File: config.mk
export PLATFORM = sky130hd
export DESIGN_NAME = zcash_axi_lite_router_flat
export DESIGN_NICKNAME = d
export VERILOG_FILES = /design/src/rtl/zcash_axi_lite_router_if.sv /design/src/rtl/zcash_axi_lite_router.sv /design/src/flat_wrapper.sv
export SDC_FILE = /design/constraint.sdc
export NUM_CORES = 1
export LEC_CHECK = 0
export CORE_AREA = 2 2 171 173
export DETAILED_ROUTE_END_ITERATION = 10
export DIE_AREA = 0 0 173 175
export PLACE_DENSITY = 0.72
export SYNTH_ARGS = -nofsm -noshare
export SYNTH_HDL_FRONTEND = slang
export SYNTH_SLANG_ARGS = --single-unit
File: constraint.sdc
create_clock -name i_clk -period 4.3 [get_ports i_clk]
set_clock_uncertainty 0.1 [all_clocks]
set_input_delay 0.43 -clock i_clk [delete_from_list [all_inputs] [get_ports i_clk]]
set_output_delay 0.43 -clock i_clk [all_outputs]
set_load 0.03 [all_outputs]
File: src/rtl/zcash_axi_lite_router_if.sv
// if_axi_lite: AXI-lite bus bundle; source drives requests, sink answers them
interface if_axi_lite #(parameter int A_BITS = 32) ();
    logic awvalid, awready, wvalid, wready, bvalid, bready;
    logic arvalid, arready, rvalid, rready;
    logic [A_BITS-1:0] awaddr, araddr;
    logic [31:0] wdata, rdata;
    logic [3:0] wstrb;
    logic [1:0] bresp, rresp;
    modport source (
        output awvalid, awaddr, wvalid, wdata, wstrb, bready, arvalid, araddr, rready,
        input awready, wready, bvalid, bresp, arready, rvalid, rdata, rresp
    );
    modport sink (
        input awvalid, awaddr, wvalid, wdata, wstrb, bready, arvalid, araddr, rready,
        output awready, wready, bvalid, bresp, arready, rvalid, rdata, rresp
    );
endinterface

File: src/rtl/zcash_axi_lite_router.sv
// zcash_axi_lite_router: serialising AXI-lite router from OCL to the zcash and FIFO register targets
module zcash_axi_lite_router #(
    parameter int A_BITS = 32,
    parameter logic [A_BITS-1:0] ZCASH_OFFSET = 32'h0000_0000,
    parameter logic [A_BITS-1:0] FIFO_OFFSET = 32'h0000_1000,
    parameter logic [A_BITS-1:0] REGION_SIZE = 32'h0000_1000,
    parameter int TIMEOUT_CYCLES = 1024
) (
    input  logic       i_clk,
    input  logic       i_rst,
    if_axi_lite.sink   rx_axi_lite_if,
    if_axi_lite.source zcash_axi_lite_if,
    if_axi_lite.source fifo_axi_lite_if,
    output logic       o_busy,
    output logic       o_dec_err,
    output logic       o_timeout
);
    localparam int CW = $clog2(TIMEOUT_CYCLES + 1);
    typedef enum logic [1:0] {IDLE, FWD, WAIT, RESP} state_t;
    state_t state;
    logic is_wr, tgt, last_w, aw_v, w_v, ar_v, rx_b, rx_r;
    logic [1:0] hung, resp;
    logic [A_BITS-1:0] taddr, g_addr;
    logic [31:0] wdata, rdata, t_rdata;
    logic [3:0] wstrb;
    logic [CW-1:0] cnt;
    logic gnt_w, gnt_r, z_hit, f_hit, t_awready, t_wready, t_arready, rsp_hs, expire, fwd_done;
    logic [1:0] t_resp;
    always_comb begin
        gnt_w = state == IDLE && rx_axi_lite_if.awvalid && rx_axi_lite_if.wvalid && (!rx_axi_lite_if.arvalid || !last_w);
        gnt_r = state == IDLE && rx_axi_lite_if.arvalid && !gnt_w;
        g_addr = gnt_w ? rx_axi_lite_if.awaddr : rx_axi_lite_if.araddr;
        // unsigned wrap makes addresses below the base fail the compare too
        z_hit = (g_addr - ZCASH_OFFSET) < REGION_SIZE;
        f_hit = (g_addr - FIFO_OFFSET) < REGION_SIZE;
        t_awready = tgt ? fifo_axi_lite_if.awready : zcash_axi_lite_if.awready;
        t_wready = tgt ? fifo_axi_lite_if.wready : zcash_axi_lite_if.wready;
        t_arready = tgt ? fifo_axi_lite_if.arready : zcash_axi_lite_if.arready;
        t_rdata = tgt ? fifo_axi_lite_if.rdata : zcash_axi_lite_if.rdata;
        t_resp = tgt ? (is_wr ? fifo_axi_lite_if.bresp : fifo_axi_lite_if.rresp)
                     : (is_wr ? zcash_axi_lite_if.bresp : zcash_axi_lite_if.rresp);
        rsp_hs = state == WAIT && (tgt ? (is_wr ? fifo_axi_lite_if.bvalid : fifo_axi_lite_if.rvalid)
                                       : (is_wr ? zcash_axi_lite_if.bvalid : zcash_axi_lite_if.rvalid));
        expire = cnt == CW'(TIMEOUT_CYCLES - 1);
        fwd_done = (!aw_v || t_awready) && (!w_v || t_wready) && (!ar_v || t_arready);
    end
    assign o_busy = state != IDLE;
    assign rx_axi_lite_if.awready = gnt_w;
    assign rx_axi_lite_if.wready = gnt_w;
    assign rx_axi_lite_if.arready = gnt_r;
    assign rx_axi_lite_if.bvalid = rx_b;
    assign rx_axi_lite_if.rvalid = rx_r;
    assign rx_axi_lite_if.bresp = resp;
    assign rx_axi_lite_if.rresp = resp;
    assign rx_axi_lite_if.rdata = rdata;
    assign zcash_axi_lite_if.awvalid = aw_v && !tgt;
    assign zcash_axi_lite_if.wvalid = w_v && !tgt;
    assign zcash_axi_lite_if.arvalid = ar_v && !tgt;
    assign zcash_axi_lite_if.awaddr = taddr;
    assign zcash_axi_lite_if.araddr = taddr;
    assign zcash_axi_lite_if.wdata = wdata;
    assign zcash_axi_lite_if.wstrb = wstrb;
    // a hung target keeps its ready high so a late response drains harmlessly
    assign zcash_axi_lite_if.bready = (state == WAIT && is_wr && !tgt) || hung[0];
    assign zcash_axi_lite_if.rready = (state == WAIT && !is_wr && !tgt) || hung[0];
    assign fifo_axi_lite_if.awvalid = aw_v && tgt;
    assign fifo_axi_lite_if.wvalid = w_v && tgt;
    assign fifo_axi_lite_if.arvalid = ar_v && tgt;
    assign fifo_axi_lite_if.awaddr = taddr;
    assign fifo_axi_lite_if.araddr = taddr;
    assign fifo_axi_lite_if.wdata = wdata;
    assign fifo_axi_lite_if.wstrb = wstrb;
    assign fifo_axi_lite_if.bready = (state == WAIT && is_wr && tgt) || hung[1];
    assign fifo_axi_lite_if.rready = (state == WAIT && !is_wr && tgt) || hung[1];
    always_ff @(posedge i_clk) begin
        if (i_rst) begin
            state <= IDLE;
            {is_wr, tgt, last_w, aw_v, w_v, ar_v, rx_b, rx_r, o_dec_err, o_timeout} <= '0;
            hung <= '0;
            resp <= '0;
            taddr <= '0;
            wdata <= '0;
            rdata <= '0;
            wstrb <= '0;
            cnt <= '0;
        end else begin
            o_dec_err <= 1'b0;
            o_timeout <= 1'b0;
            if (hung[0] && (zcash_axi_lite_if.bvalid || zcash_axi_lite_if.rvalid)) hung[0] <= 1'b0;
            if (hung[1] && (fifo_axi_lite_if.bvalid || fifo_axi_lite_if.rvalid)) hung[1] <= 1'b0;
            case (state)
                IDLE: if (gnt_w || gnt_r) begin
                    last_w <= gnt_w;
                    is_wr <= gnt_w;
                    tgt <= !z_hit;
                    taddr <= g_addr - (z_hit ? ZCASH_OFFSET : FIFO_OFFSET);
                    wdata <= rx_axi_lite_if.wdata;
                    wstrb <= rx_axi_lite_if.wstrb;
                    rdata <= '0;
                    cnt <= '0;
                    if (!z_hit && !f_hit) begin
                        state <= RESP;
                        resp <= 2'b11;
                        o_dec_err <= 1'b1;
                        rx_b <= gnt_w;
                        rx_r <= gnt_r;
                    end else if (hung[!z_hit]) begin
                        state <= RESP;
                        resp <= 2'b10;
                        rx_b <= gnt_w;
                        rx_r <= gnt_r;
                    end else begin
                        state <= FWD;
                        aw_v <= gnt_w;
                        w_v <= gnt_w;
                        ar_v <= gnt_r;
                    end
                end
                FWD, WAIT: begin
                    cnt <= cnt + 1'b1;
                    aw_v <= aw_v && !t_awready;
                    w_v <= w_v && !t_wready;
                    ar_v <= ar_v && !t_arready;
                    if (rsp_hs) begin
                        state <= RESP;
                        resp <= t_resp;
                        rdata <= is_wr ? 32'h0 : t_rdata;
                        rx_b <= is_wr;
                        rx_r <= !is_wr;
                    end else if (expire) begin
                        state <= RESP;
                        {aw_v, w_v, ar_v} <= '0;
                        hung[tgt] <= 1'b1;
                        o_timeout <= 1'b1;
                        resp <= 2'b10;
                        rdata <= 32'hDEAD_0000;
                        rx_b <= is_wr;
                        rx_r <= !is_wr;
                    end else if (state == FWD && fwd_done) begin
                        state <= WAIT;
                    end
                end
                RESP: if ((rx_b && rx_axi_lite_if.bready) || (rx_r && rx_axi_lite_if.rready)) begin
                    state <= IDLE;
                    rx_b <= 1'b0;
                    rx_r <= 1'b0;
                end
            endcase
        end
    end
endmodule

File: src/flat_wrapper.sv
// flat-port wrapper written by rule: the top's interface ports become plain ports
module zcash_axi_lite_router_flat 
#(
    parameter int A_BITS = 32,
    parameter logic [A_BITS-1:0] ZCASH_OFFSET = 32'h0000_0000,
    parameter logic [A_BITS-1:0] FIFO_OFFSET = 32'h0000_1000,
    parameter logic [A_BITS-1:0] REGION_SIZE = 32'h0000_1000,
    parameter int TIMEOUT_CYCLES = 1024
)
  (i_clk, i_rst, o_busy, o_dec_err, o_timeout, rx_axi_lite_if_awvalid, rx_axi_lite_if_awaddr, rx_axi_lite_if_wvalid, rx_axi_lite_if_wdata, rx_axi_lite_if_wstrb, rx_axi_lite_if_bready, rx_axi_lite_if_arvalid, rx_axi_lite_if_araddr, rx_axi_lite_if_rready, rx_axi_lite_if_awready, rx_axi_lite_if_wready, rx_axi_lite_if_bvalid, rx_axi_lite_if_bresp, rx_axi_lite_if_arready, rx_axi_lite_if_rvalid, rx_axi_lite_if_rdata, rx_axi_lite_if_rresp, zcash_axi_lite_if_awvalid, zcash_axi_lite_if_awaddr, zcash_axi_lite_if_wvalid, zcash_axi_lite_if_wdata, zcash_axi_lite_if_wstrb, zcash_axi_lite_if_bready, zcash_axi_lite_if_arvalid, zcash_axi_lite_if_araddr, zcash_axi_lite_if_rready, zcash_axi_lite_if_awready, zcash_axi_lite_if_wready, zcash_axi_lite_if_bvalid, zcash_axi_lite_if_bresp, zcash_axi_lite_if_arready, zcash_axi_lite_if_rvalid, zcash_axi_lite_if_rdata, zcash_axi_lite_if_rresp, fifo_axi_lite_if_awvalid, fifo_axi_lite_if_awaddr, fifo_axi_lite_if_wvalid, fifo_axi_lite_if_wdata, fifo_axi_lite_if_wstrb, fifo_axi_lite_if_bready, fifo_axi_lite_if_arvalid, fifo_axi_lite_if_araddr, fifo_axi_lite_if_rready, fifo_axi_lite_if_awready, fifo_axi_lite_if_wready, fifo_axi_lite_if_bvalid, fifo_axi_lite_if_bresp, fifo_axi_lite_if_arready, fifo_axi_lite_if_rvalid, fifo_axi_lite_if_rdata, fifo_axi_lite_if_rresp);
  if_axi_lite #(.A_BITS(A_BITS)) rx_axi_lite_if_i ();
  if_axi_lite #(.A_BITS(A_BITS)) zcash_axi_lite_if_i ();
  if_axi_lite #(.A_BITS(A_BITS)) fifo_axi_lite_if_i ();
  input  logic i_clk;
  input  logic i_rst;
  output logic o_busy;
  output logic o_dec_err;
  output logic o_timeout;
  input wire logic [$bits(rx_axi_lite_if_i.awvalid)-1:0] rx_axi_lite_if_awvalid;
  input wire logic [$bits(rx_axi_lite_if_i.awaddr)-1:0] rx_axi_lite_if_awaddr;
  input wire logic [$bits(rx_axi_lite_if_i.wvalid)-1:0] rx_axi_lite_if_wvalid;
  input wire logic [$bits(rx_axi_lite_if_i.wdata)-1:0] rx_axi_lite_if_wdata;
  input wire logic [$bits(rx_axi_lite_if_i.wstrb)-1:0] rx_axi_lite_if_wstrb;
  input wire logic [$bits(rx_axi_lite_if_i.bready)-1:0] rx_axi_lite_if_bready;
  input wire logic [$bits(rx_axi_lite_if_i.arvalid)-1:0] rx_axi_lite_if_arvalid;
  input wire logic [$bits(rx_axi_lite_if_i.araddr)-1:0] rx_axi_lite_if_araddr;
  input wire logic [$bits(rx_axi_lite_if_i.rready)-1:0] rx_axi_lite_if_rready;
  output wire logic [$bits(rx_axi_lite_if_i.awready)-1:0] rx_axi_lite_if_awready;
  output wire logic [$bits(rx_axi_lite_if_i.wready)-1:0] rx_axi_lite_if_wready;
  output wire logic [$bits(rx_axi_lite_if_i.bvalid)-1:0] rx_axi_lite_if_bvalid;
  output wire logic [$bits(rx_axi_lite_if_i.bresp)-1:0] rx_axi_lite_if_bresp;
  output wire logic [$bits(rx_axi_lite_if_i.arready)-1:0] rx_axi_lite_if_arready;
  output wire logic [$bits(rx_axi_lite_if_i.rvalid)-1:0] rx_axi_lite_if_rvalid;
  output wire logic [$bits(rx_axi_lite_if_i.rdata)-1:0] rx_axi_lite_if_rdata;
  output wire logic [$bits(rx_axi_lite_if_i.rresp)-1:0] rx_axi_lite_if_rresp;
  output wire logic [$bits(zcash_axi_lite_if_i.awvalid)-1:0] zcash_axi_lite_if_awvalid;
  output wire logic [$bits(zcash_axi_lite_if_i.awaddr)-1:0] zcash_axi_lite_if_awaddr;
  output wire logic [$bits(zcash_axi_lite_if_i.wvalid)-1:0] zcash_axi_lite_if_wvalid;
  output wire logic [$bits(zcash_axi_lite_if_i.wdata)-1:0] zcash_axi_lite_if_wdata;
  output wire logic [$bits(zcash_axi_lite_if_i.wstrb)-1:0] zcash_axi_lite_if_wstrb;
  output wire logic [$bits(zcash_axi_lite_if_i.bready)-1:0] zcash_axi_lite_if_bready;
  output wire logic [$bits(zcash_axi_lite_if_i.arvalid)-1:0] zcash_axi_lite_if_arvalid;
  output wire logic [$bits(zcash_axi_lite_if_i.araddr)-1:0] zcash_axi_lite_if_araddr;
  output wire logic [$bits(zcash_axi_lite_if_i.rready)-1:0] zcash_axi_lite_if_rready;
  input wire logic [$bits(zcash_axi_lite_if_i.awready)-1:0] zcash_axi_lite_if_awready;
  input wire logic [$bits(zcash_axi_lite_if_i.wready)-1:0] zcash_axi_lite_if_wready;
  input wire logic [$bits(zcash_axi_lite_if_i.bvalid)-1:0] zcash_axi_lite_if_bvalid;
  input wire logic [$bits(zcash_axi_lite_if_i.bresp)-1:0] zcash_axi_lite_if_bresp;
  input wire logic [$bits(zcash_axi_lite_if_i.arready)-1:0] zcash_axi_lite_if_arready;
  input wire logic [$bits(zcash_axi_lite_if_i.rvalid)-1:0] zcash_axi_lite_if_rvalid;
  input wire logic [$bits(zcash_axi_lite_if_i.rdata)-1:0] zcash_axi_lite_if_rdata;
  input wire logic [$bits(zcash_axi_lite_if_i.rresp)-1:0] zcash_axi_lite_if_rresp;
  output wire logic [$bits(fifo_axi_lite_if_i.awvalid)-1:0] fifo_axi_lite_if_awvalid;
  output wire logic [$bits(fifo_axi_lite_if_i.awaddr)-1:0] fifo_axi_lite_if_awaddr;
  output wire logic [$bits(fifo_axi_lite_if_i.wvalid)-1:0] fifo_axi_lite_if_wvalid;
  output wire logic [$bits(fifo_axi_lite_if_i.wdata)-1:0] fifo_axi_lite_if_wdata;
  output wire logic [$bits(fifo_axi_lite_if_i.wstrb)-1:0] fifo_axi_lite_if_wstrb;
  output wire logic [$bits(fifo_axi_lite_if_i.bready)-1:0] fifo_axi_lite_if_bready;
  output wire logic [$bits(fifo_axi_lite_if_i.arvalid)-1:0] fifo_axi_lite_if_arvalid;
  output wire logic [$bits(fifo_axi_lite_if_i.araddr)-1:0] fifo_axi_lite_if_araddr;
  output wire logic [$bits(fifo_axi_lite_if_i.rready)-1:0] fifo_axi_lite_if_rready;
  input wire logic [$bits(fifo_axi_lite_if_i.awready)-1:0] fifo_axi_lite_if_awready;
  input wire logic [$bits(fifo_axi_lite_if_i.wready)-1:0] fifo_axi_lite_if_wready;
  input wire logic [$bits(fifo_axi_lite_if_i.bvalid)-1:0] fifo_axi_lite_if_bvalid;
  input wire logic [$bits(fifo_axi_lite_if_i.bresp)-1:0] fifo_axi_lite_if_bresp;
  input wire logic [$bits(fifo_axi_lite_if_i.arready)-1:0] fifo_axi_lite_if_arready;
  input wire logic [$bits(fifo_axi_lite_if_i.rvalid)-1:0] fifo_axi_lite_if_rvalid;
  input wire logic [$bits(fifo_axi_lite_if_i.rdata)-1:0] fifo_axi_lite_if_rdata;
  input wire logic [$bits(fifo_axi_lite_if_i.rresp)-1:0] fifo_axi_lite_if_rresp;
  assign rx_axi_lite_if_i.awvalid = rx_axi_lite_if_awvalid;
  assign rx_axi_lite_if_i.awaddr = rx_axi_lite_if_awaddr;
  assign rx_axi_lite_if_i.wvalid = rx_axi_lite_if_wvalid;
  assign rx_axi_lite_if_i.wdata = rx_axi_lite_if_wdata;
  assign rx_axi_lite_if_i.wstrb = rx_axi_lite_if_wstrb;
  assign rx_axi_lite_if_i.bready = rx_axi_lite_if_bready;
  assign rx_axi_lite_if_i.arvalid = rx_axi_lite_if_arvalid;
  assign rx_axi_lite_if_i.araddr = rx_axi_lite_if_araddr;
  assign rx_axi_lite_if_i.rready = rx_axi_lite_if_rready;
  assign rx_axi_lite_if_awready = rx_axi_lite_if_i.awready;
  assign rx_axi_lite_if_wready = rx_axi_lite_if_i.wready;
  assign rx_axi_lite_if_bvalid = rx_axi_lite_if_i.bvalid;
  assign rx_axi_lite_if_bresp = rx_axi_lite_if_i.bresp;
  assign rx_axi_lite_if_arready = rx_axi_lite_if_i.arready;
  assign rx_axi_lite_if_rvalid = rx_axi_lite_if_i.rvalid;
  assign rx_axi_lite_if_rdata = rx_axi_lite_if_i.rdata;
  assign rx_axi_lite_if_rresp = rx_axi_lite_if_i.rresp;
  assign zcash_axi_lite_if_awvalid = zcash_axi_lite_if_i.awvalid;
  assign zcash_axi_lite_if_awaddr = zcash_axi_lite_if_i.awaddr;
  assign zcash_axi_lite_if_wvalid = zcash_axi_lite_if_i.wvalid;
  assign zcash_axi_lite_if_wdata = zcash_axi_lite_if_i.wdata;
  assign zcash_axi_lite_if_wstrb = zcash_axi_lite_if_i.wstrb;
  assign zcash_axi_lite_if_bready = zcash_axi_lite_if_i.bready;
  assign zcash_axi_lite_if_arvalid = zcash_axi_lite_if_i.arvalid;
  assign zcash_axi_lite_if_araddr = zcash_axi_lite_if_i.araddr;
  assign zcash_axi_lite_if_rready = zcash_axi_lite_if_i.rready;
  assign zcash_axi_lite_if_i.awready = zcash_axi_lite_if_awready;
  assign zcash_axi_lite_if_i.wready = zcash_axi_lite_if_wready;
  assign zcash_axi_lite_if_i.bvalid = zcash_axi_lite_if_bvalid;
  assign zcash_axi_lite_if_i.bresp = zcash_axi_lite_if_bresp;
  assign zcash_axi_lite_if_i.arready = zcash_axi_lite_if_arready;
  assign zcash_axi_lite_if_i.rvalid = zcash_axi_lite_if_rvalid;
  assign zcash_axi_lite_if_i.rdata = zcash_axi_lite_if_rdata;
  assign zcash_axi_lite_if_i.rresp = zcash_axi_lite_if_rresp;
  assign fifo_axi_lite_if_awvalid = fifo_axi_lite_if_i.awvalid;
  assign fifo_axi_lite_if_awaddr = fifo_axi_lite_if_i.awaddr;
  assign fifo_axi_lite_if_wvalid = fifo_axi_lite_if_i.wvalid;
  assign fifo_axi_lite_if_wdata = fifo_axi_lite_if_i.wdata;
  assign fifo_axi_lite_if_wstrb = fifo_axi_lite_if_i.wstrb;
  assign fifo_axi_lite_if_bready = fifo_axi_lite_if_i.bready;
  assign fifo_axi_lite_if_arvalid = fifo_axi_lite_if_i.arvalid;
  assign fifo_axi_lite_if_araddr = fifo_axi_lite_if_i.araddr;
  assign fifo_axi_lite_if_rready = fifo_axi_lite_if_i.rready;
  assign fifo_axi_lite_if_i.awready = fifo_axi_lite_if_awready;
  assign fifo_axi_lite_if_i.wready = fifo_axi_lite_if_wready;
  assign fifo_axi_lite_if_i.bvalid = fifo_axi_lite_if_bvalid;
  assign fifo_axi_lite_if_i.bresp = fifo_axi_lite_if_bresp;
  assign fifo_axi_lite_if_i.arready = fifo_axi_lite_if_arready;
  assign fifo_axi_lite_if_i.rvalid = fifo_axi_lite_if_rvalid;
  assign fifo_axi_lite_if_i.rdata = fifo_axi_lite_if_rdata;
  assign fifo_axi_lite_if_i.rresp = fifo_axi_lite_if_rresp;
  zcash_axi_lite_router #(.A_BITS(A_BITS), .ZCASH_OFFSET(ZCASH_OFFSET), .FIFO_OFFSET(FIFO_OFFSET), .REGION_SIZE(REGION_SIZE), .TIMEOUT_CYCLES(TIMEOUT_CYCLES)) u_core (.i_clk(i_clk), .i_rst(i_rst), .rx_axi_lite_if(rx_axi_lite_if_i), .zcash_axi_lite_if(zcash_axi_lite_if_i), .fifo_axi_lite_if(fifo_axi_lite_if_i), .o_busy(o_busy), .o_dec_err(o_dec_err), .o_timeout(o_timeout));
endmodule
==> results by group, run 1 <==
Synthesis
  – Most area-consuming cells after synthesis: dfxtp_1, buf_4, nand2_1
  – #FFs+latches synth: 126
  – Post-synth EDFFs: 0
  – Async set-or-reset flop fraction in the synthesized netlist: 0
  – Most frequent cell after synthesis: nand2_1
  – Yosys cell types: 62
  – Sequential area share after synthesis: 0.324
  – Post-synth top cells: nand2_1, buf_4, dfxtp_1
  – Cell Area, Synth: 0.00778 mm²
  – Yosys top cell area share: 0.324
  – Synth Instances: 1,010
  – Syn Area/Cell: 7.71 µm²
  – Main synth FF type: dfxtp_1
  – Syn nets: 1,207
  – Area leader, netlist: dfxtp_1
  – Yosys warnings: 0

CTS
  – Total CTS buffers: 17
  – CTS Buffer Depth: 2
  – Worst-path clk slew: 60 ps
  – Worst-Skew Late Latency: 410 ps
  – H-tree levels: 4
  – Hold buffers post-CTS: 0
  – Clock Tree Root: clkbuf_16
  – CTS Sinks: 126
  – TritonCTS clock tree: yes

Routing
  – Via count of the routed design: 8,229
  – Post-route DRC: 0
  – Pre-antenna DRT Iters: 5
  – Post-Route WL: 29,900 µm
  – WL/cell: 17.5 µm
  – DRT iter0 DRCs: 342
  – Vias per cell: 4.82
  – Antenna Nets Post-Route: 0

Placement
  – IO buf count: 442
  – DP HPWL: 23,200 µm
  – Routability Congestion: 0.918
  – Placed inst area: 0.0117 mm²
  – Placed insts: 1,674

Power
  – Max VDD drop: 0.332 mV
  – Leakage power: 4.42 nW
  – Reg power frac: 0.239
  – Switch Pwr: 0.00322 W
  – Power Dens Cells: 566 mW/mm²
  – Comb power frac: 0.550
  – Power, Total: 0.00697 W
  – Internal Power: 0.00376 W
  – Sw frac: 0.461
  – Clock power share: 0.211

Timing
  – Period minus WS final: 3890 ps
  – Least-Margin Pin Slew: 859 ps
  – Final period util: 0.904
  – Hold Fails Final Rpt: 0
  – Rel. slew slack: 0.427
  – RSZ-0062 raised after global routing: no
  – Max-slew violations: 0
  – # setup viols final: 0
  – F_max: 257 MHz
  – Post-Route Setup TNS: 0 ps

Global routing
  – Gr usage total: 0.189
  – First-pass GRT wire length: 45,200 µm
  – Vias in the first global route: 7,965
  – Grt ovf: 0
  – Initial antenna violation count: 2
  – Largest net degree at the start of global routing: 66

Critical path
  – Critical path class: register to register
  – Reg2reg path depth: 16
  – Critical path data required time: 4530 ps
  – CP arrival: 4120 ps
  – Reg-to-Reg Start: u_core.state[0]$_SDFFE_PP0P_
  – R2R Path End: u_core.fifo_axi_lite_if.araddr[30]$_SDFFE_PP0P_
  – CP endpoint kind: register
  – Worst-path fanout max: 6
  – Setup slack, reg-to-reg: 410 ps
  – Startpoint types: register

Run
  – Number of max-cap violations: 0

Die
  – DIE HEIGHT: 175 µm
  – Num ports: 443
  – Core area: 0.0284 mm²
  – Row count: 62
  – Area of the die: 0.0303 mm²
  – Initial Utilization: 0.274
  – Die Wd: 173 µm

Final layout
  – Cell Count, Final, Fillers Out: 1,708
  – Share of cells above drive strength 1: 0.0779
  – Post-layout instance area: 0.0123 mm²
  – Filler Cell Count: 2,879
  – Layout overhead on the synthesized area: 58.2%
  – Core Util, Final: 0.434
  – Final #Nets: 1,506

Outcome
  – Outcome: finished clean

Worst hold path
  – WHS Endpoint: u_core.cnt[0]$_SDFFE_PP0P_
  – Hold Startpoint: i_rst
  – Hold depth: 2
  – Worst Hold Class: primary input to register
## worst max path at each step
stage / start / to / cells past startpoint
2_1_floorplan: u_core.state[0]$_SDFFE_PP0P_ / u_core.fifo_axi_lite_if.araddr[30]$_SDFFE_PP0P_ / 20
3_3_place_gp: rx_axi_lite_if_wvalid / u_core.fifo_axi_lite_if.araddr[31]$_SDFFE_PP0P_ / 13
3_5_place_dp: rx_axi_lite_if_awvalid / u_core.fifo_axi_lite_if.araddr[31]$_SDFFE_PP0P_ / 13
4_1_cts: u_core.state[0]$_SDFFE_PP0P_ / u_core.fifo_axi_lite_if.araddr[31]$_SDFFE_PP0P_ / 14
5_1_grt: u_core.state[0]$_SDFFE_PP0P_ / u_core.fifo_axi_lite_if.araddr[30]$_SDFFE_PP0P_ / 16
6_report: u_core.state[0]$_SDFFE_PP0P_ / u_core.fifo_axi_lite_if.araddr[30]$_SDFFE_PP0P_ / 16
## worst max-delay path, stage by stage, from the launching register on
cell and delay [ps]:
dfxtp_1 350, inv_1 130, ha_1 220, and3_1 340
nand2_2 190, mux2i_4 230, and4bb_1 220, inv_1 70
ha_1 250, ha_1 220, inv_1 70, a221oi_2 410
nand2_1 180, nor4_1 270, xnor2_1 110, a211o_1 300
a21oi_1 150
## sequential cells by signal (all words and copies together) (netlist names)
signal / flops
u_core.fifo_axi_lite_if.araddr: 32
u_core.fifo_axi_lite_if.wdata: 32
u_core.rx_axi_lite_if.rdata: 32
u_core.cnt: 11
u_core.fifo_axi_lite_if.wstrb: 4
u_core.hung: 2
u_core.rx_axi_lite_if.bresp: 2
u_core.state: 2
u_core.ar_v: 1
u_core.aw_v: 1
u_core.is_wr: 1
u_core.o_dec_err: 1
u_core.o_timeout: 1
u_core.rx_axi_lite_if.bvalid: 1
u_core.rx_axi_lite_if.rvalid: 1
u_core.tgt: 1
u_core.w_v: 1
## metrics by stage
step | setup WS (ps) | hold slack (ps)
5_1_grt | 135 | 359
2_1_floorplan | 38.2 | 358
6_report | 413 | 348
3_3_place_gp | 87.4 | 355
4_1_cts | 110 | 332
3_5_place_dp | -86.0 | 357
## power groups by stage
stage	logic (W)	clock network [W]	registers, W
after global placement	0.00381	0	0.00168
after detailed placement	0.00386	0	0.00169
after floorplan	0.00226	0	0.00198
final	0.00384	0.00147	0.00166
after CTS	0.00387	0.00152	0.00167
after global routing	0.00409	0.00156	0.00170
## area by class of cell
cell class	instances	area, µm²	share of cell area
Sequential cell	126	2520	0.205
Clock buffer	18	429	0.0349
Inverter	13	48.8	0.00396
Tap cell	384	480	0.0390
Timing Repair Buffer	476	4680	0.380
Clock inverter	14	156	0.0127
Antenna cell	2	5.00	0.000406
Multi-Input combinational cell	675	3990	0.324
## placed cells by master (no fill, tap or decap), drive strengths merged, types with 7 or more instances in the layout
cell type        n
a211oi          11
a21oi          103
a311oi          16
and2             8
buf             38
clkbuf          18
clkdlybuf4s50  438
dfxtp          126
ha               8
inv             18
mux2            12
mux2i           39
nand2          145
nand3           34
nand4           10
nor2            98
nor3            37
nor4            15
o21ai           28
o31ai            7
or4              7
xnor2           13
xor2            16
## kinds of logic (layout without fill, tap and decap cells)
kind of cell / count (synthesis) / after routing / synth area share
adder cells (fa/ha/maj): 9 / 9 / 0.0141
AND/OR/NAND/NOR: 385 / 385 / 0.227
buffers and inverters: 209 / 521 / 0.167
AO/OA/AOI/OAI: 198 / 198 / 0.157
XOR/XNOR: 29 / 29 / 0.0326
other: 0 / 2 / 0
multiplexers: 54 / 54 / 0.0778
flip-flops: 126 / 126 / 0.324
## repair_timing
action | CTS | global route
buffers inserted | 0 | 0
gates resized for setup | 0 | 3
setup endpoints to repair | 0 | 3
## per-layer routing
layer  share of wire  up-vias  wire (µm)  track usage
met3           0.085       31       2550       0.0616
met4           0.016        0        474       0.0572
li1                -     3979          -            -
met2            0.51      367      15200        0.343
met1            0.39     3852      11700        0.209
met5               0        -          0            0
No activity file was read; power rests on OpenSTA's default activity.
==> run 2, diff against run 1 <==
--- a/config.mk
+++ b/config.mk
@@ -5,10 +5,11 @@
 export SDC_FILE = /design/constraint.sdc
 export NUM_CORES = 1
 export LEC_CHECK = 0
+export CAP_MARGIN = 20
 export CORE_AREA = 2 2 171 173
 export DETAILED_ROUTE_END_ITERATION = 10
 export DIE_AREA = 0 0 173 175
-export PLACE_DENSITY = 0.72
+export PLACE_DENSITY = 0.62
 export SYNTH_ARGS = -nofsm -noshare
 export SYNTH_HDL_FRONTEND = slang
 export SYNTH_SLANG_ARGS = --single-unit
==> results by group, run 2 (synthesis gave the netlist of run 1 again) <==
Timing
  – Period minus WS final: 3920 ps (+33.4 ps)
  – F_max: 255 MHz (-0.85%)
  – Post-Route Setup TNS: 0 ps (unchanged)
  – # setup viols final: 0 (unchanged)
  – Hold Fails Final Rpt: 0 (unchanged)
  – Rel. slew slack: 0.434 (+0.00623)
  – RSZ-0062 raised after global routing: no
  – Max-slew violations: 0 (unchanged)
  – Least-Margin Pin Slew: 850 ps (-9.35 ps)
  – Final period util: 0.912 (+0.00776)

Critical path
  – CP cell instances: inv_1 > ha_1 > and3_1 > nand2_2 > mux2i_4 > and4bb_1 > inv_1 > ha_1 > ha_1 > inv_1 > a221oi_2 > nand2_1 > nor4_1 > xnor2_1 > a211o_1 > a21oi_1
  – Critical path's slowest cell: and3_1
  – Critical path class: register to register
  – Worst-path fanout max: 9 (+3)
  – Crit path buf inv count: 3 (unchanged)
  – Crit path largest cell delay: 420 ps (about the same)
  – Critical path data required time: 4530 ps (about the same)
  – Top cell family by delay on the critical path: simple AND/OR/NAND/NOR gates
  – CP endpoint kind: register
  – CP arrival: 4150 ps (+30 ps)
  – Startpoint types: register

Die
  – Num ports: 443 (unchanged)
  – Row count: 62 (unchanged)
  – DIE HEIGHT: 175 µm (unchanged)
  – Area of the die: 0.0303 mm² (unchanged)
  – Initial Utilization: 0.274 (unchanged)
  – Core area: 0.0284 mm² (unchanged)
  – Die Wd: 173 µm (unchanged)

CTS
  – TritonCTS clock tree: yes
  – CTS Buffer Depth: 2 (unchanged)
  – Clock Tree Root: clkbuf_16
  – Total CTS buffers: 17 (unchanged)
  – CTS Sinks: 126 (unchanged)
  – Hold buffers post-CTS: 0 (unchanged)
  – Worst-path clk slew: 60 ps (about the same)
  – H-tree levels: 4 (unchanged)
  – Worst-Skew Late Latency: 410 ps (about the same)

Power
  – Leakage power: 4.40 nW (-0.32%)
  – Power Dens Cells: 574 mW/mm² (+1.4%)
  – Comb power frac: 0.541 (-0.009)
  – Switch Pwr: 0.00319 W (-0.76%)
  – Reg power frac: 0.234 (-0.005)
  – Internal Power: 0.00387 W (+3.1%)
  – Max VDD drop: 0.235 mV (-29%)
  – Sw frac: 0.452 (-0.00941)
  – Clock power share: 0.225 (+0.014)

Routing
  – Post-route DRC: 0 (unchanged)
  – Antenna Nets Post-Route: 0 (unchanged)
  – WL/cell: 17.2 µm (-1.6%)
  – Via count of the routed design: 8,113 (-1.4%)
  – Pre-antenna DRT Iters: 5 (unchanged)
  – DRT iter0 DRCs: 499 (+46%)
  – Post-Route WL: 29,200 µm (-2.2%)
  – Vias per cell: 4.78 (-0.77%)

Outcome
  – Outcome: finished clean

Final layout
  – Final #Nets: 1,498 (-0.53%)
  – Layout overhead on the synthesized area: 58.0%
  – Filler Cell Count: 2,873 (-0.21%)
  – N_diodes: 0 (-2)
  – Share of cells above drive strength 1: 0.0716 (-0.00632)
  – Commonest non-fill, non-tap cells in the layout: clkdlybuf4s50_1, nand2_1, dfxtp_1
  – Post-layout instance area: 0.0123 mm² (-0.10%)
  – Most common cell after layout, fill and taps aside: clkdlybuf4s50_1

Global routing
  – Vias in the first global route: 7,915 (-0.63%)
  – Initial antenna violation count: 0 (-2)
  – Grt ovf: 0 (unchanged)
  – Largest net degree at the start of global routing: 65 (-1.5%)
  – Gr usage total: 0.187 (-0.00193)
  – First-pass GRT wire length: 44,900 µm (-0.61%)

Run
  – Number of max-cap violations: 0 (unchanged)

Placement
  – DP HPWL: 22,500 µm (-3.1%)
  – Placed inst area: 0.0117 mm² (-0.41%)
  – Routability Congestion: 0.934 (+1.7%)
  – IO buf count: 442 (unchanged)

Worst hold path
  – Worst Hold Class: primary input to register
[run 2: cell count changes in the layout (fill, tap and decap cells not counted), sizes merged]
cell,before,now
buf,38,30
clkinv,6,2
bufinv,2,4
diode,2,0
inv,18,20
clkbuf,18,17
[run 2: final cells by class]
type                    count  area (µm²)  area share
clock buffers              17         425      0.0346
clock inverters            14         205      0.0167
inverters                  13        48.8     0.00397
multi-input cells         675        3980       0.324
flip-flops and latches    126        2520       0.205
well taps                 384         480      0.0391
repair buffers            468        4630       0.377
[run 2: power by group through the flow]
stage / combinational (W) / clock [W] / sequential [W]
6_report: 0.00382 / 0.00159 / 0.00166
5_1_grt: 0.00408 / 0.00169 / 0.00170
4_1_cts: 0.00385 / 0.00164 / 0.00166
3_5_place_dp: 0.00384 / 0 / 0.00168
3_3_place_gp: 0.00382 / 0 / 0.00168
2_1_floorplan: 0.00226 / 0 / 0.00198
[run 2: per-stage QoR]
stage	cells	setup slack, ps	utilization	hold WS (ps)	total power (W)
after CTS	1697	207	0.433	339	0.00715
after floorplan	1010	38.2	-	358	0.00424
after global routing	1697	132	0.433	366	0.00746
after detailed placement	1666	0.949	0.411	360	0.00553
final	1697	380	0.433	361	0.00706
after global placement	1666	117	0.411	357	0.00550
[run 2: path summary, 6_finish.rpt]
| check | from | end | cells after the start | slack, ps |
|---|---|---|---|---|
| hold reg to reg | u_core.fifo_axi_lite_if.wstrb[2]$_SDFFE_PP0P_ | u_core.fifo_axi_lite_if.wstrb[2]$_SDFFE_PP0P_ | 2 | 370 |
| setup / recovery | u_core.state[1]$_SDFFE_PP0P_ | u_core.fifo_axi_lite_if.araddr[30]$_SDFFE_PP0P_ | 16 | 380 |
| hold / removal | i_rst | u_core.rx_axi_lite_if.rdata[2]$_SDFFE_PP0P_ | 2 | 360 |
| setup reg to reg | u_core.state[1]$_SDFFE_PP0P_ | u_core.fifo_axi_lite_if.araddr[30]$_SDFFE_PP0P_ | 16 | 380 |
[run 2: worst register-to-register path, cell delays in order (launching register included)]
cell	delay, ps
dfxtp_1	340
inv_1	110
ha_1	220
and3_1	420
nand2_2	190
mux2i_4	220
and4bb_1	220
inv_1	60
ha_1	220
ha_1	270
inv_1	90
a221oi_2	360
nand2_1	180
nor4_1	250
xnor2_1	110
a211o_1	300
a21oi_1	170
[run 2: routing by layer]
| layer | share of wire | track usage | vias to the layer above |
|---|---|---|---|
| li1 | - | - | 3967 |
| met1 | 0.41 | 0.222 | 3744 |
| met2 | 0.49 | 0.323 | 376 |
| met3 | 0.084 | 0.0585 | 26 |
| met4 | 0.017 | 0.0533 | 0 |
| met5 | 0 | 0 | - |
[run 2: what timing repair did]
item,in CTS,in global routing
endpoints found under the setup margin,0,2
setup buffers,0,0
gates resized for setup,0,2
